==> src/rtl/lcd_pattern_gen_pkg.sv <==
// Shared definitions for the LCD VRAM test-pattern writer: pattern and FSM state encodings.
package lcd_pattern_gen_pkg;

  localparam int COLOR_W = 3;

  localparam logic [2:0] LCDPG_BANDS = 3'd0;
  localparam logic [2:0] LCDPG_BARS  = 3'd1;
  localparam logic [2:0] LCDPG_CHECK = 3'd2;
  localparam logic [2:0] LCDPG_XOR   = 3'd3;
  localparam logic [2:0] LCDPG_SOLID = 3'd4;

  typedef enum logic [1:0] {
    ST_IDLE  = 2'd0,
    ST_WAIT  = 2'd1,
    ST_ISSUE = 2'd2
  } state_t;

endpackage

==> src/rtl/lcdpg_pixel.sv <==
// Combinational pattern function: (mode, colour, x, y, frame count) -> VRAM pixel.
// With LCDPG_SCROLL_EN defined, x is offset by the frame count so patterns 1-3 scroll.
module lcdpg_pixel
  import lcd_pattern_gen_pkg::*;
#(
  parameter int X_W    = 7,
  parameter int Y_W    = 7,
  parameter int DATA_W = 4,
  parameter int FCNT_W = 8
) (
  input  logic [2:0]         mode,
  input  logic [COLOR_W-1:0] color,
  input  logic [X_W-1:0]     x,
  input  logic [Y_W-1:0]     y,
  input  logic [FCNT_W-1:0]  frame_cnt,
  output logic [DATA_W-1:0]  pixel
);

  logic [X_W-1:0] xs;
  logic           unused_frame_cnt;

  assign unused_frame_cnt = ^frame_cnt;

`ifdef LCDPG_SCROLL_EN
  assign xs = x + X_W'(frame_cnt);
`else
  assign xs = x;
`endif

  // Narrow frames (fewer than 3 or 4 bits) zero-fill the missing bit positions.
  logic [2:0] x_top, y_top, x_lo, y_lo;
  logic       x_b3, y_b3;

  if (X_W >= 3) begin : g_x3
    assign x_top = xs[X_W-1:X_W-3];
    assign x_lo  = xs[2:0];
  end else begin : g_xn
    assign x_top = 3'(xs) << (3 - X_W);
    assign x_lo  = 3'(xs);
  end

  if (Y_W >= 3) begin : g_y3
    assign y_top = y[Y_W-1:Y_W-3];
    assign y_lo  = y[2:0];
  end else begin : g_yn
    assign y_top = 3'(y) << (3 - Y_W);
    assign y_lo  = 3'(y);
  end

  if (X_W >= 4) begin : g_xb
    assign x_b3 = xs[3];
  end else begin : g_xbn
    assign x_b3 = 1'b0;
  end

  if (Y_W >= 4) begin : g_yb
    assign y_b3 = y[3];
  end else begin : g_ybn
    assign y_b3 = 1'b0;
  end

  logic [COLOR_W-1:0] c;

  always_comb begin
    c = '0;
    case (mode)
      LCDPG_BANDS: c = y_top;
      LCDPG_BARS:  c = x_top;
      LCDPG_CHECK: c = (x_b3 ^ y_b3) ? color : '0;
      LCDPG_XOR:   c = x_lo ^ y_lo;
      LCDPG_SOLID: c = color;
      default:     c = '0;
    endcase
  end

  assign pixel = DATA_W'(c);

endmodule

==> src/rtl/lcd_pattern_gen.sv <==
// VRAM test-pattern writer: walks every pixel of the frame, one paced write per pixel.
// Optional macro LCDPG_SCROLL_EN makes patterns 1-3 scroll one pixel per frame.
module lcd_pattern_gen
  import lcd_pattern_gen_pkg::*;
#(
  parameter int X_W    = 7,
  parameter int Y_W    = 7,
  parameter int DATA_W = 4,
  parameter int PERIOD = 32768,
  parameter int FCNT_W = 8
) (
  input  logic                 CLK,
  input  logic                 RST_X,
  input  logic                 EN,
  input  logic [2:0]           MODE,
  input  logic [COLOR_W-1:0]   COLOR,
  output logic [X_W+Y_W-1:0]   VRAM_ADDR,
  output logic [DATA_W-1:0]    VRAM_DATA,
  output logic                 VRAM_WE,
  input  logic                 VRAM_RDY,
  output logic                 FRAME_DONE,
  output logic [FCNT_W-1:0]    FRAME_CNT,
  output logic [1:0]           DBG_STATE
);

  localparam int A_W   = X_W + Y_W;
  localparam int DIV_W = (PERIOD > 1) ? $clog2(PERIOD) : 1;
  localparam logic [DIV_W-1:0] DIV_LAST = DIV_W'((PERIOD > 1) ? PERIOD - 2 : 0);
  localparam bit   FAST = (PERIOD == 1);

  // Handshake: VRAM_WE is valid; a write transfers on each rising CLK edge where
  // VRAM_WE and VRAM_RDY are both high. ADDR/DATA are held stable until that edge.
  state_t             state;
  logic [DIV_W-1:0]   div;
  logic [A_W-1:0]     addr;
  logic [2:0]         mode_q;
  logic [COLOR_W-1:0] color_q;
  logic               we;
  logic               done;
  logic [FCNT_W-1:0]  fcnt;
  logic               last_pix;

  assign last_pix = &addr;

  always_ff @(posedge CLK or negedge RST_X) begin
    if (!RST_X) begin
      state   <= ST_IDLE;
      div     <= '0;
      addr    <= '0;
      mode_q  <= '0;
      color_q <= '0;
      we      <= 1'b0;
      done    <= 1'b0;
      fcnt    <= '0;
    end else begin
      done <= 1'b0;
      case (state)
        ST_IDLE: begin
          we <= 1'b0;
          if (EN) begin
            mode_q  <= MODE;
            color_q <= COLOR;
            addr    <= '0;
            div     <= '0;
            state   <= FAST ? ST_ISSUE : ST_WAIT;
            we      <= FAST;
          end
        end
        ST_WAIT: begin
          if (div == DIV_LAST) begin
            div   <= '0;
            state <= ST_ISSUE;
            we    <= 1'b1;
          end else begin
            div <= div + 1'b1;
          end
        end
        ST_ISSUE: begin
          if (VRAM_RDY) begin
            div <= '0;
            if (last_pix) begin
              done <= 1'b1;
              fcnt <= fcnt + 1'b1;
              addr <= '0;
              // EN only matters at frame boundaries; a dropped EN lets the frame finish.
              if (EN) begin
                mode_q  <= MODE;
                color_q <= COLOR;
                state   <= FAST ? ST_ISSUE : ST_WAIT;
                we      <= FAST;
              end else begin
                state <= ST_IDLE;
                we    <= 1'b0;
              end
            end else begin
              addr  <= addr + 1'b1;
              state <= FAST ? ST_ISSUE : ST_WAIT;
              we    <= FAST;
            end
          end
        end
        default: begin
          state <= ST_IDLE;
          we    <= 1'b0;
        end
      endcase
    end
  end

  lcdpg_pixel #(
    .X_W    (X_W),
    .Y_W    (Y_W),
    .DATA_W (DATA_W),
    .FCNT_W (FCNT_W)
  ) u_pixel (
    .mode      (mode_q),
    .color     (color_q),
    .x         (addr[X_W-1:0]),
    .y         (addr[A_W-1:X_W]),
    .frame_cnt (fcnt),
    .pixel     (VRAM_DATA)
  );

  assign VRAM_ADDR  = addr;
  assign VRAM_WE    = we;
  assign FRAME_DONE = done;
  assign FRAME_CNT  = fcnt;
  assign DBG_STATE  = state;

endmodule

==> config.mk <==
export PLATFORM = sky130hd
export DESIGN_NAME = lcd_pattern_gen
export DESIGN_NICKNAME = d
export VERILOG_FILES = /design/src/rtl/lcd_pattern_gen_pkg.sv /design/src/rtl/lcdpg_pixel.sv /design/src/rtl/lcd_pattern_gen.sv
export SDC_FILE = /design/constraint.sdc
export NUM_CORES = 1
export LEC_CHECK = 0
export ABC_AREA = 1
export BUFFER_PORTS_ARGS = -buffer_cell sky130_fd_sc_hd__buf_2
export CORE_ASPECT_RATIO = 0.8
export CORE_MARGIN = 3
export CORE_UTILIZATION = 25
export CTS_CLUSTER_SIZE = 14
export DETAILED_ROUTE_END_ITERATION = 8
export GPL_ROUTABILITY_DRIVEN = 1
export PLACE_DENSITY_LB_ADDON = 0.08
export REMOVE_ABC_BUFFERS = 1
export SLEW_MARGIN = 15
export SYNTH_ARGS = -nofsm -noshare
export SYNTH_HDL_FRONTEND = slang
export SYNTH_SLANG_ARGS = --single-unit
==> constraint.sdc <==
create_clock -name CLK -period 1.3 [get_ports CLK]
set_input_delay 0.13 -clock CLK [delete_from_list [all_inputs] [get_ports CLK]]
set_output_delay 0.13 -clock CLK [all_outputs]
set_load 0.005 [all_outputs]
Word level (Yosys, flattened, before mapping). Cells that the tools add are included.

Bits of input ports: 10. Register bits after elaboration: 47. Word-level logic and storage cells: 65. Output and inout port bits: 30.

Add/subtract/negate cells: 3. Bitwise gates (word level): 2. Eq/ne operators: 11. Multiplexer cells: 30. Reduce and logical (&&, ||, !) cells: 11.

Operator list (count): 15-bit two-way mux (3); 15-bit case mux with 3 select lines (1); 14-bit two-way mux (3); 14-bit case mux with 2 select lines (1); 3-bit two-way mux (7); 16-bit AND reduction (1); 15-bit by 1-bit adder with 15-bit output, second input constant (1); 15-bit equality test, second input constant (1); 3-bit case mux with 5 select lines (1); 14-bit by 1-bit adder with 14-bit output, second input constant (1); 14-bit AND reduction (1); 3-bit case mux with 2 select lines (2); 3-bit AND reduction (4); 8-bit by 1-bit adder with 8-bit output, second input constant (1); 2-bit two-way mux (4); 2-bit inequality test, second input constant (4); 3-bit by 2-bit equality test with 1-bit output, second input constant (2); 1-bit two-way mux (6); 2-bit case mux with 3 select lines (1); 3-bit by 1-bit equality test with 1-bit output, second input constant (1); 3-bit equality test, second input constant (1); 3-bit logical NOT (1); 3-bit nonzero test (1); 3-bit bitwise XOR (1); 7 further kinds (7).

Longest topological paths before layout. Gate-level depths: netlist of run 1.

Depth after elaboration: 4. Gate-level depth with buffers: 9. Mapped depth without buffers: 9.

Cells and area by module. Synthesis of run 1 repeated with hierarchy kept, for this count alone.

Cell total of the unflattened synthesis: 422. Area total of the unflattened synthesis: 2896.5 um2.

By module, submodules not included: lcd_pattern_gen (area each 2671.3 um2, cells an instance 369, seq. area each 1176.1 um2, times used 1); lcdpg_pixel (area each 225.2 um2, cells an instance 53, seq. area each 0.0 um2, times used 1).

Worst setup path before layout of run 1. No wires, ideal clock.

Path type: register to register. Start point: reg addr[0], in the netlist VRAM_ADDR[0]. End point: reg fcnt[6], in the netlist FRAME_CNT[6]. Required time: 1.178 ns. Path slack: -0.138 ns. Path buffers: 0. Setup time: 0.122 ns. Period minus slack after synthesis: 1.438 ns. Arrival time: 1.317 ns. Stages on the path, launching flop included: 9. Cells stage by stage: dfrtp_1 -> ha_1 -> inv_1 -> nor2_1 -> nand2_2 -> nor2_4 -> inv_2 -> nand2_1 -> o21ai_2.

Cells in the longest elaborated chain, start to end: 1.

Ends and longest elaborated chain: start, declared (RTL line lcd_pattern_gen.sv:35) `logic [A_W-1:0] addr;`; start signal, assigned (RTL line lcd_pattern_gen.sv:96) `addr <= addr + 1'b1;`; 16-bit AND reduction (no line); end signal, assigned (RTL line lcd_pattern_gen.sv:83) `fcnt <= fcnt + 1'b1;`; end, declared (RTL line lcd_pattern_gen.sv:40) `logic [FCNT_W-1:0] fcnt;`.

No other way between the ends. A chain may end at the register's enable or synchronous reset.

Worst setup path in the final report of run 1.
Start point: reg mode_q[2]. End point: out VRAM_DATA[2].

Cells in the longest elaborated chain, start to end: 2. Elaborated cells between the ends (all ways): 6. Classes of those cells: 4 x eq/ne; 1 x mux; 1 x reduce/logical.

Ends and longest elaborated chain: start, declared (RTL line lcd_pattern_gen.sv:36) `logic [2:0] mode_q;`; start signal, assigned (RTL line lcd_pattern_gen.sv:50) `mode_q <= '0;`; start signal, assigned (RTL line lcd_pattern_gen.sv:61) `mode_q <= MODE;`; start signal, assigned (RTL line lcd_pattern_gen.sv:87) `mode_q <= MODE;`; 3-bit equality test, or another cell as far along (RTL line lcdpg_pixel.sv:66) `case (mode)`; 3-bit case mux with 5 select lines * (RTL line lcdpg_pixel.sv:66); end, declared (RTL line lcd_pattern_gen.sv:18) `output logic [DATA_W-1:0] VRAM_DATA,`.

Every way passes the cells marked *; elsewhere a longest branch is shown, timed or not.

==> results_dict.tcl, run 1 <==
set metrics [dict create \
    fmaxAchievable_ghz 0.627 \
    slew_violations 0 \
    fin_tns_setup_ns -6.68 \
    setup_viol 45 \
    port_buffers 38 \
    clockRootBuffer "sky130_fd_sc_hd__clkbuf_16" \
    worst_setup_path_end_kind "output pin" \
    violations "setup timing" \
    yosys_most_used_dff "sky130_fd_sc_hd__dfrtp_1" \
    synthTopCellsByArea "sky130_fd_sc_hd__dfrtp_1 (42%), sky130_fd_sc_hd__nand2_1 (16%), sky130_fd_sc_hd__nor2_1 (7.5%)" \
    seq_area_frac_synth_pct 41.7 \
    die_h_um 101 \
    route.final.wire_length_um 9170 \
    clock_skew_ns 0.00346 \
    gpl.final_weighted_congestion 0.850 \
    async_flop_share_pct 100 \
    antenna_found_initial 0 \
    postSynthCellCount 401 \
    mean_instance_size_in_the_synthesized_netlist_sq_um 7.04 \
    critPathMaxStageDelay_ns 0.39 \
    global_route_wire_length_before_repair_um 14600 \
    clock_insertion_delay_worst_skew_ns 0.29 \
    global_route.overflow_total 0 \
    regToRegStartpoint "VRAM_ADDR[3]$_DFFE_PN0P_" \
    total_power_mw 2.91 \
    cts_max_level 2 \
    min_period_over_period_pct 123 \
    powerDensity_nw_per_um2 609 \
    worst_ep_arrival_time_ns 1.46 \
    mappedNetlistArea_sq_um 2820 \
    drt_pre_antenna_iters 4 \
    floorplan.initialDensity_pct 25.8 \
    number_of_global_route_vias_before_repair 2911 \
    io_pins 40 \
    finalWorstSetupSlack_ns -0.295 \
    setup.worst_path.start "mode_q[2]$_DFFE_PN0P_" \
    reported_max_cap_violation_count 0 \
    cts_sinks 47 \
    rsz0062_at_grt "true" \
    synth-edff-count 0 \
    drcViolationCount 0 \
    area_growth_pct 69.6 \
    design.core.area_sq_um 10900 \
    setup.worst_path.end "VRAM_DATA[2]" \
    setup.worst_path.start_class "flop" \
    synth_seq_cells 47 \
    antennaDiodeCount 0 \
    path_class "flop to output pin" \
    pin_count_of_the_biggest_net_entering_global_routing 48 \
    peakVddDrop_uv 493 \
    detail_route.iter0.violations 142 \
    rows 34 \
    grt_util_all_layers_pct 14.5 \
    fillCellCount 1119 \
    status "complete, but fails checks" \
    fin_crit_period_ns 1.59 \
    cts-buffers-inserted 5 \
    worst-r2r-cell-count 9 \
    synth-warning-count 0 \
    floorplan.die.width_um 125 \
    crit_fanout 3 \
    cpMaxStageDelayCell "sky130_fd_sc_hd__dfrtp_1" \
    fp.dieArea_sq_um 12600 \
    final_antenna_net_count 0 \
    cts_buffer_depth 2 \
    route.vias.total 3065 \
    r2r_setup_slk_ns -0.25 \
    p_leak_nw 2.40 \
    wire_per_inst_um 13.2 \
    clkTransAtPathRegs_ns 0.06 \
    crit_chain "buf_4 -> inv_2 -> nand3_2 -> o22ai_1 -> a21oi_1 -> nand2_1 -> buf_2" \
    timing_hold_violations_final 0 \
    min-delay-path-class "primary input to flop" \
    drive_gt1_share_pct 49.4 \
    dp_hpwl_um 6670 \
    nNetsFinal 564 \
    synth_cell_types 27 \
    vias_per_cell 4.41 \
    critical_path.reg2reg.endpoint "VRAM_ADDR[2]$_DFFE_PN0P_" \
    worst-endpoint-required_ns 1.17 \
    cts_tree "yes" \
    synthDominantCellAreaShare_pct 41.7 \
    synth_top_cell_by_area "sky130_fd_sc_hd__dfrtp_1" \
]
## metal layers
metal | vias up | part of all wire [%] | global-route usage [%]
li1 | 1588 | - | -
met1 | 1425 | 52 | 21.6
met4 | 0 | 0.75 | 3.37
met5 | - | 0 | 0
met2 | 46 | 43 | 21.3
met3 | 6 | 4.4 | 3.28
## registers in the layout, indices dropped and copies added, names as in the netlist
register / flops
DBG_STATE: 2
FRAME_CNT: 8
FRAME_DONE: 1
VRAM_ADDR: 14
VRAM_WE: 1
color_q: 3
div: 15
mode_q: 3
## cell usage in the layout (no fill, tap or decap), types with 10 or more instances in the layout
master / synthesis / final
sky130_fd_sc_hd__nand2_1: 119 / 91
sky130_fd_sc_hd__buf_4: 1 / 83
sky130_fd_sc_hd__dfrtp_1: 47 / 41
sky130_fd_sc_hd__buf_2: 1 / 38
sky130_fd_sc_hd__inv_1: 48 / 37
sky130_fd_sc_hd__nor2_1: 56 / 35
sky130_fd_sc_hd__nand3_1: 37 / 23
sky130_fd_sc_hd__nand2_2: 5 / 19
sky130_fd_sc_hd__buf_6: 0 / 19
sky130_fd_sc_hd__nor2_4: 2 / 17
sky130_fd_sc_hd__nand3_2: 2 / 13
sky130_fd_sc_hd__nor2_2: 7 / 13
sky130_fd_sc_hd__nand2_4: 1 / 12
sky130_fd_sc_hd__o21ai_1: 1 / 11
sky130_fd_sc_hd__nand4_1: 11 / 11
sky130_fd_sc_hd__o21ai_2: 2 / 10
## Yosys cell counts (2+ instances only)
library cell	n
sky130_fd_sc_hd__nand2_1	119
sky130_fd_sc_hd__nor2_1	56
sky130_fd_sc_hd__inv_1	48
sky130_fd_sc_hd__dfrtp_1	47
sky130_fd_sc_hd__nand3_1	37
sky130_fd_sc_hd__o21ai_0	23
sky130_fd_sc_hd__nand4_1	11
sky130_fd_sc_hd__xor2_1	8
sky130_fd_sc_hd__a21oi_1	7
sky130_fd_sc_hd__nor2_2	7
sky130_fd_sc_hd__nand2_2	5
sky130_fd_sc_hd__ha_1	4
sky130_fd_sc_hd__inv_2	4
sky130_fd_sc_hd__nor3_1	4
sky130_fd_sc_hd__xnor2_1	4
sky130_fd_sc_hd__o22ai_1	3
sky130_fd_sc_hd__nand3_2	2
sky130_fd_sc_hd__nor2_4	2
sky130_fd_sc_hd__o21ai_2	2
## cell families after synthesis
| logic type | after synthesis | share of synthesized area, % |
|---|---|---|
| other | 1 | 0.133 |
| adders and majority gates | 4 | 1.77 |
| buffers and inverters | 54 | 7.36 |
| DFF | 47 | 41.7 |
| and+or+nand+nor | 245 | 38.0 |
| AOI/OAI and AO/OA | 38 | 7.32 |
| xor gates and xnor gates | 12 | 3.73 |
## timing repair
item                                    in CTS  in global routing
endpoints found under the setup margin      48                 49
hold buffers                                 1                  0
buffers inserted                            15                 15
hold endpoints to repair                    47                  0
pin swaps                                   36                 36
gates resized for setup                     95                 91
cloned                                       0                  0
## final cells by class
cell class                      count  area (sq um)  share of cell area (%)
Multi-Input combinational cell    300          1950                    40.7
Tap cell                          144           180                    3.77
Clock buffer                        8           156                    3.27
Sequential cell                    47          1180                    24.7
Timing Repair Buffer              144          1100                    22.9
Inverter                           52           218                    4.55
## where the power goes
part,total [mW],internal (mW),switching [mW]
sequential,1.46,1.46,0
clock,1.39,0.821,0.570
combinational,0.0614,0.0191,0.0423
total,2.91,2.30,0.612
## worst max-delay path, delay by kind of cell, from the launching register on
family	cells	cell delay, ns
AND/OR/NAND/NOR	2	0.18
flip-flops	1	0.39
AO/OA/AOI/OAI	2	0.23
buffers and inverters	3	0.36
## worst min-delay path by stage
stage	startpoint	end	slack (ns)	cells after the start
after global routing	COLOR[2]	color_q[2]$_DFFE_PN0P_	0.07	3
after detailed placement	RST_X	mode_q[0]$_DFFE_PN0P_	0.15	2
after CTS	COLOR[2]	color_q[2]$_DFFE_PN0P_	0.07	3
after floorplan	RST_X	DBG_STATE[0]$_DFFE_PN0P_	-0.17	0
after global placement	RST_X	mode_q[0]$_DFFE_PN0P_	0.14	2
final	COLOR[2]	color_q[2]$_DFFE_PN0P_	0.06	3
## stage by stage
| stage | hold slack [ns] | util [%] | std cells | area (sq um) | setup slack, ns |
|---|---|---|---|---|---|
| finish | 0.0633 | 43.8 | 695 | 4780 | -0.295 |
| global route | 0.0736 | 43.8 | 695 | 4780 | -0.355 |
| CTS | 0.0659 | 40.0 | 681 | 4370 | -0.295 |
| detailed placement | 0.146 | 34.8 | 660 | 3810 | -0.258 |
| global placement | 0.144 | 34.8 | 660 | 3810 | -0.200 |
| floorplan | -0.166 | - | 399 | 2810 | -0.138 |
Note: power is estimated with default switching activity, not from simulation.
==> run 2, diff against run 1 <==
--- a/config.mk
+++ b/config.mk
@@ -7,7 +7,7 @@
 export LEC_CHECK = 0
 export ABC_AREA = 1
 export BUFFER_PORTS_ARGS = -buffer_cell sky130_fd_sc_hd__buf_2
-export CORE_ASPECT_RATIO = 0.8
+export CORE_ASPECT_RATIO = 1.1
 export CORE_MARGIN = 3
 export CORE_UTILIZATION = 25
 export CTS_CLUSTER_SIZE = 14
@@ -15,6 +15,7 @@
 export GPL_ROUTABILITY_DRIVEN = 1
 export PLACE_DENSITY_LB_ADDON = 0.08
 export REMOVE_ABC_BUFFERS = 1
+export SKIP_LAST_GASP = 1
 export SLEW_MARGIN = 15
 export SYNTH_ARGS = -nofsm -noshare
 export SYNTH_HDL_FRONTEND = slang
==> results_dict.tcl, run 2 (same netlist as run 1, synthesis figures left out) <==
set metrics [dict create \
    timing.hold.ws_ns 0.0742 \
    finalWorstSetupSlack_ns -0.290 \
    p_leak_nw 2.29 \
    dp_hpwl_um 6510 \
    power_switching_mw 0.595 \
    fin_crit_period_ns 1.59 \
    global_route_wire_length_before_repair_um 14700 \
    design.core.area_sq_um 11000 \
    cts_max_level 2 \
    reported_max_cap_violation_count 0 \
    r2r_setup_slk_ns -0.12 \
    most_frequent_cells_in_the_layout "sky130_fd_sc_hd__nand2_1 (101), sky130_fd_sc_hd__buf_4 (84), sky130_fd_sc_hd__dfrtp_1 (42)" \
    cpMaxStageDelayCell "sky130_fd_sc_hd__dfrtp_2" \
    slew_violations 0 \
    worst-endpoint-required_ns 1.17 \
    io_pins 40 \
    vias_per_cell 4.35 \
    min_from "MODE[0]" \
    peakVddDrop_uv 466 \
    route.final.wire_length_um 8600 \
    status "complete, but fails checks" \
    crit_chain "buf_4 -> nand3_4 -> o22ai_2 -> a21oi_2 -> nand2_1 -> buf_2" \
    cts_sinks 47 \
    clkTransAtPathRegs_ns 0.06 \
    hold-path-endpoint "mode_q[0]$_DFFE_PN0P_" \
    min-delay-path-class "primary input to flop" \
    wire_per_inst_um 12.5 \
    setup.worst_path.start "mode_q[0]$_DFFE_PN0P_" \
    min_path_cells 3 \
    fmaxAchievable_ghz 0.629 \
    min_period_over_period_pct 122 \
    port_buffers 38 \
    worst_ep_arrival_time_ns 1.46 \
    final_antenna_net_count 0 \
    critical_path.reg2reg.endpoint "FRAME_CNT[0]$_DFFE_PN0P_" \
    clock_skew_ns 0.00650 \
    setup.worst_path.start_class "flop" \
    cell_internal_pwr_mw 2.23 \
    floorplan.initialDensity_pct 25.7 \
    worst_setup_path_end_kind "output pin" \
    number_of_global_route_vias_before_repair 2904 \
    grtUsageMet2_pct 25.3 \
    drive_gt1_share_pct 44.3 \
    cts-buffers-inserted 5 \
    gpl.final_weighted_congestion 0.799 \
    setup_viol 45 \
    antennaDiodeCount 0 \
    total_power_mw 2.83 \
    clockRootBuffer "sky130_fd_sc_hd__clkbuf_16" \
    timing_hold_violations_final 0 \
    globalRoute.busiestLayer "met2" \
    rsz0062_at_grt "true" \
    largest_register "div" \
    worst-r2r-cell-count 7 \
    drt_pre_antenna_iters 4 \
    powerDensity_nw_per_um2 620 \
    cts_tree "yes" \
    die_h_um 117 \
    pwr-share-comb_pct 2.2 \
    mostFrequentLayoutCell "sky130_fd_sc_hd__nand2_1" \
    antenna_found_initial 0 \
    dpl_worst_slack_ns -0.273 \
    p_seq_share_pct 51.7 \
    detail_route.iter0.violations 37 \
    clock_insertion_delay_worst_skew_ns 0.29 \
    violations "setup timing" \
    fp.dieArea_sq_um 12600 \
    pin_count_of_the_biggest_net_entering_global_routing 48 \
    nNetsFinal 556 \
    grt_use_met3_pct 2.48 \
    rows 40 \
    area_growth_pct 61.6 \
    power_frac_clock_pct 46.1 \
    route.vias.total 2998 \
    crit_fanout 5 \
    netSwitchingFraction_pct 21.0 \
    regToRegStartpoint "VRAM_ADDR[3]$_DFFE_PN0P_" \
    gr_util_met1_pct 18.1 \
    path_class "flop to output pin" \
    floorplan.die.width_um 107 \
    grt_util_all_layers_pct 14.5 \
    global_route.overflow_total 0 \
    critPathMaxStageDelay_ns 0.46 \
    cts_buffer_depth 2 \
    drcViolationCount 0 \
    flip_flop_count_of_the_largest_register_after_layout 15 \
    postLayoutCoreUtil_pct 41.6 \
]
run 2: cell types whose count changed in the layout (fill, tap and decap cells not counted), moves of 5 or more:
cell                      change
sky130_fd_sc_hd__nor2_1       +6
sky130_fd_sc_hd__nand3_2      -8
sky130_fd_sc_hd__buf_6       -10
sky130_fd_sc_hd__nand2_2      -9
sky130_fd_sc_hd__nor2_4       -5
sky130_fd_sc_hd__nand2_1     +10
sky130_fd_sc_hd__nand3_4      +5
run 2: what timing repair did:
action	in CTS	in global routing
setup endpoints to repair	50	50
gates resized for setup	101	42
hold endpoints to repair	47	0
buffers inserted	16	9
pin swaps	33	20
hold buffers	1	0
run 2: power groups by stage:
stage / combinational, mW / clock [mW] / sequential [mW]
3_3_place_gp: 0.0610 / 0 / 1.49
6_report: 0.0624 / 1.30 / 1.46
3_5_place_dp: 0.0606 / 0 / 1.49
4_1_cts: 0.0646 / 1.36 / 1.46
5_1_grt: 0.0713 / 1.43 / 1.46
2_1_floorplan: 0.00279 / 0 / 1.49
run 2: layout make-up:
| cell class | instances | area [sq um] |
|---|---|---|
| fillers | 1124 | 6400 |
| multi-input cells | 300 | 1830 |
| well taps | 147 | 184 |
| clock buffers | 6 | 139 |
| flip-flops and latches | 47 | 1180 |
| inverters | 52 | 211 |
| clock inverters | 1 | 5.00 |
| repair buffers | 136 | 1010 |
run 2: critical path: cells and delay by family, from the launching register on:
family / cells / cell delay [ns]
AOI/OAI and AO/OA: 2 / 0.25
and+or+nand+nor: 2 / 0.17
buffers and inverters: 2 / 0.29
DFF: 1 / 0.46
run 2: worst max-delay path by stage:
stage,cells after the start,endpoint
after floorplan,8,FRAME_CNT[6]$_DFFE_PN0P_
after global placement,8,VRAM_ADDR[2]$_DFFE_PN0P_
after detailed placement,8,VRAM_ADDR[2]$_DFFE_PN0P_
after CTS,5,VRAM_DATA[1]
after global routing,6,VRAM_DATA[1]
final,6,VRAM_DATA[1]
run 2: per-layer routing:
| metal | vias up | part of all wire, % |
|---|---|---|
| met5 | - | 0 |
| met4 | 0 | 1.5 |
| met3 | 10 | 2.9 |
| met2 | 33 | 52 |
| met1 | 1395 | 44 |
| li1 | 1560 | - |
run 2: stage by stage:
stage               setup TNS (ns)  cells  cell area (sq um)
floorplan                    -3.17    399               2810
global placement             -6.85    659               3770
detailed placement           -8.62    659               3770
CTS                          -4.40    681               4360
global route                 -8.93    689               4560
finish                       -3.94    689               4560
==> run 3, diff against run 2 <==
--- a/config.mk
+++ b/config.mk
@@ -15,6 +15,7 @@
 export GPL_ROUTABILITY_DRIVEN = 1
 export PLACE_DENSITY_LB_ADDON = 0.08
 export REMOVE_ABC_BUFFERS = 1
+export SKIP_CTS_REPAIR_TIMING = 1
 export SKIP_LAST_GASP = 1
 export SLEW_MARGIN = 15
 export SYNTH_ARGS = -nofsm -noshare
==> results_dict.tcl, run 3 (same netlist as run 1, synthesis figures left out) <==
set metrics [dict create \
    cts-buffers-inserted 5 \
    route.vias.total 3014 \
    flip_flop_count_of_the_largest_register_after_layout 15 \
    port_buffers 38 \
    drcViolationCount 0 \
    most_frequent_cells_in_the_layout "sky130_fd_sc_hd__nand2_1 (106), sky130_fd_sc_hd__buf_4 (87), sky130_fd_sc_hd__dfrtp_1 (42)" \
    power_switching_mw 0.598 \
    rsz0062_at_grt "true" \
    maxUsedRoutingLayer "met4" \
    fp.dieArea_sq_um 12600 \
    global_route.overflow_total 0 \
    die_h_um 117 \
    reported_max_cap_violation_count 0 \
    vias_per_cell 4.36 \
    worst_setup_path_end_kind "output pin" \
    postLayoutCoreUtil_pct 41.2 \
    min-delay-path-class "primary input to flop" \
    route.met2.wl_um 4380 \
    dp_hpwl_um 6510 \
    regToRegStartpoint "VRAM_ADDR[3]$_DFFE_PN0P_" \
    finalWorstSetupSlack_ns -0.279 \
    crit_fanout 4 \
    p_leak_nw 2.26 \
    powerDensity_nw_per_um2 627 \
    detail_route.iter0.violations 56 \
    cts_max_level 2 \
    io_pins 40 \
    floorplan.initialDensity_pct 25.7 \
    crit_cells 7 \
    cpMaxStageDelayCell "sky130_fd_sc_hd__dfrtp_1" \
    worst-endpoint-required_ns 1.17 \
    clock_insertion_delay_worst_skew_ns 0.29 \
    netSwitchingFraction_pct 21.1 \
    setup_viol 46 \
    cts_sinks 47 \
    wl_met1_um 3800 \
    floorplan.die.width_um 107 \
    rows 40 \
    mostFrequentLayoutCell "sky130_fd_sc_hd__nand2_1" \
    wire_per_inst_um 12.5 \
    clkTransAtPathRegs_ns 0.06 \
    setup.worst_path.end "VRAM_DATA[1]" \
    r2r_setup_slk_ns -0.17 \
    worst-r2r-cell-count 7 \
    path_class "flop to output pin" \
    p_seq_share_pct 51.6 \
    drt_pre_antenna_iters 5 \
    worst_ep_arrival_time_ns 1.45 \
    fin_tns_setup_ns -4.17 \
    peakVddDrop_uv 461 \
    final_antenna_net_count 0 \
    pin_count_of_the_biggest_net_entering_global_routing 48 \
    largest_register "div" \
    grt_util_all_layers_pct 13.8 \
    fillCellCount 1137 \
    antennaDiodeCount 0 \
    worst-path-buf-inv 1 \
    crit_chain "nor2_1 -> nor2_1 -> nand2_1 -> o31ai_2 -> a21oi_2 -> nand2_1 -> buf_2" \
    route.final.wire_length_um 8630 \
    clock_skew_ns 0.00851 \
    fin_crit_period_ns 1.58 \
    min_period_over_period_pct 121 \
    status "complete, but fails checks" \
    area_growth_pct 59.9 \
    power_frac_clock_pct 46.1 \
    worst_path_dominant_cell_family "flip-flops" \
    violations "setup timing" \
    critical_path.reg2reg.endpoint "FRAME_CNT[0]$_DFFE_PN0P_" \
    gpl.final_weighted_congestion 0.799 \
    slew_violations 0 \
    met3_length_um 254 \
    timing_hold_violations_final 0 \
    setup.worst_path.start "VRAM_ADDR[10]$_DFFE_PN0P_" \
    number_of_global_route_vias_before_repair 2773 \
    fmaxAchievable_ghz 0.633 \
    clockRootBuffer "sky130_fd_sc_hd__clkbuf_16" \
    design.core.area_sq_um 11000 \
    cts_buffer_depth 2 \
    cell_internal_pwr_mw 2.23 \
    drive_gt1_share_pct 43.7 \
    setup.worst_path.start_class "flop" \
    antenna_found_initial 0 \
    critPathMaxStageDelay_ns 0.41 \
    global_route_wire_length_before_repair_um 14100 \
    cts_tree "yes" \
    pwr-share-comb_pct 2.2 \
    nNetsFinal 559 \
]
run 3: changes by cell type in the layout (fill, tap and decap cells not counted), sizes merged:
cell  before  now
buf      135  138
run 3: worst min path at each step:
stage | start | depth (start not counted) | to | slack [ns]
2_1_floorplan | RST_X | 0 | DBG_STATE[0]$_DFFE_PN0P_ | -0.17
3_3_place_gp | RST_X | 2 | VRAM_ADDR[13]$_DFFE_PN0P_ | 0.14
3_5_place_dp | RST_X | 2 | VRAM_ADDR[9]$_DFFE_PN0P_ | 0.15
4_1_cts | RST_X | 2 | div[1]$_DFFE_PN0P_ | -0.17
5_1_grt | MODE[2] | 3 | mode_q[2]$_DFFE_PN0P_ | 0.09
6_report | MODE[0] | 3 | mode_q[0]$_DFFE_PN0P_ | 0.08
run 3: cell type report:
class	count	area (sq um)	area share (%)
clock buffers	6	139	3.08
repair buffers	139	1020	22.5
inverters	52	211	4.69
well taps	147	184	4.08
flip-flops and latches	47	1180	26.2
clock inverters	1	5.00	0.111
multi-input cells	300	1770	39.3
run 3: metrics by stage:
| stage | hold slack (ns) | area [sq um] | power, mW | worst slack (ns) | cells |
|---|---|---|---|---|---|
| floorplan | -0.166 | 2810 | 1.49 | -0.138 | 399 |
| global placement | 0.140 | 3770 | 1.55 | -0.210 | 659 |
| detailed placement | 0.145 | 3770 | 1.55 | -0.273 | 659 |
| CTS | -0.167 | 3920 | 2.88 | -0.436 | 666 |
| global route | 0.0862 | 4510 | 2.96 | -0.398 | 692 |
| finish | 0.0786 | 4510 | 2.83 | -0.279 | 692 |
run 3: power groups by stage:
| stage | registers [mW] | logic, mW | clock network (mW) |
|---|---|---|---|
| finish | 1.46 | 0.0626 | 1.31 |
| global route | 1.46 | 0.0713 | 1.42 |
| CTS | 1.46 | 0.0606 | 1.36 |
| detailed placement | 1.49 | 0.0606 | 0 |
| global placement | 1.49 | 0.0610 | 0 |
| floorplan | 1.49 | 0.00279 | 0 |
run 3: tightest hold or removal path: cells and delay by family:
family | cells | cell delay (ns)
AND/OR/NAND/NOR | 2 | 0.12
buffers and inverters | 1 | 0.08
run 3: routing by layer:
| metal | vias to the layer above | global-route usage, % |
|---|---|---|
| met4 | 0 | 3.76 |
| met5 | - | 0 |
| met1 | 1397 | 17.9 |
| li1 | 1561 | - |
| met3 | 14 | 2.15 |
| met2 | 42 | 23.7 |
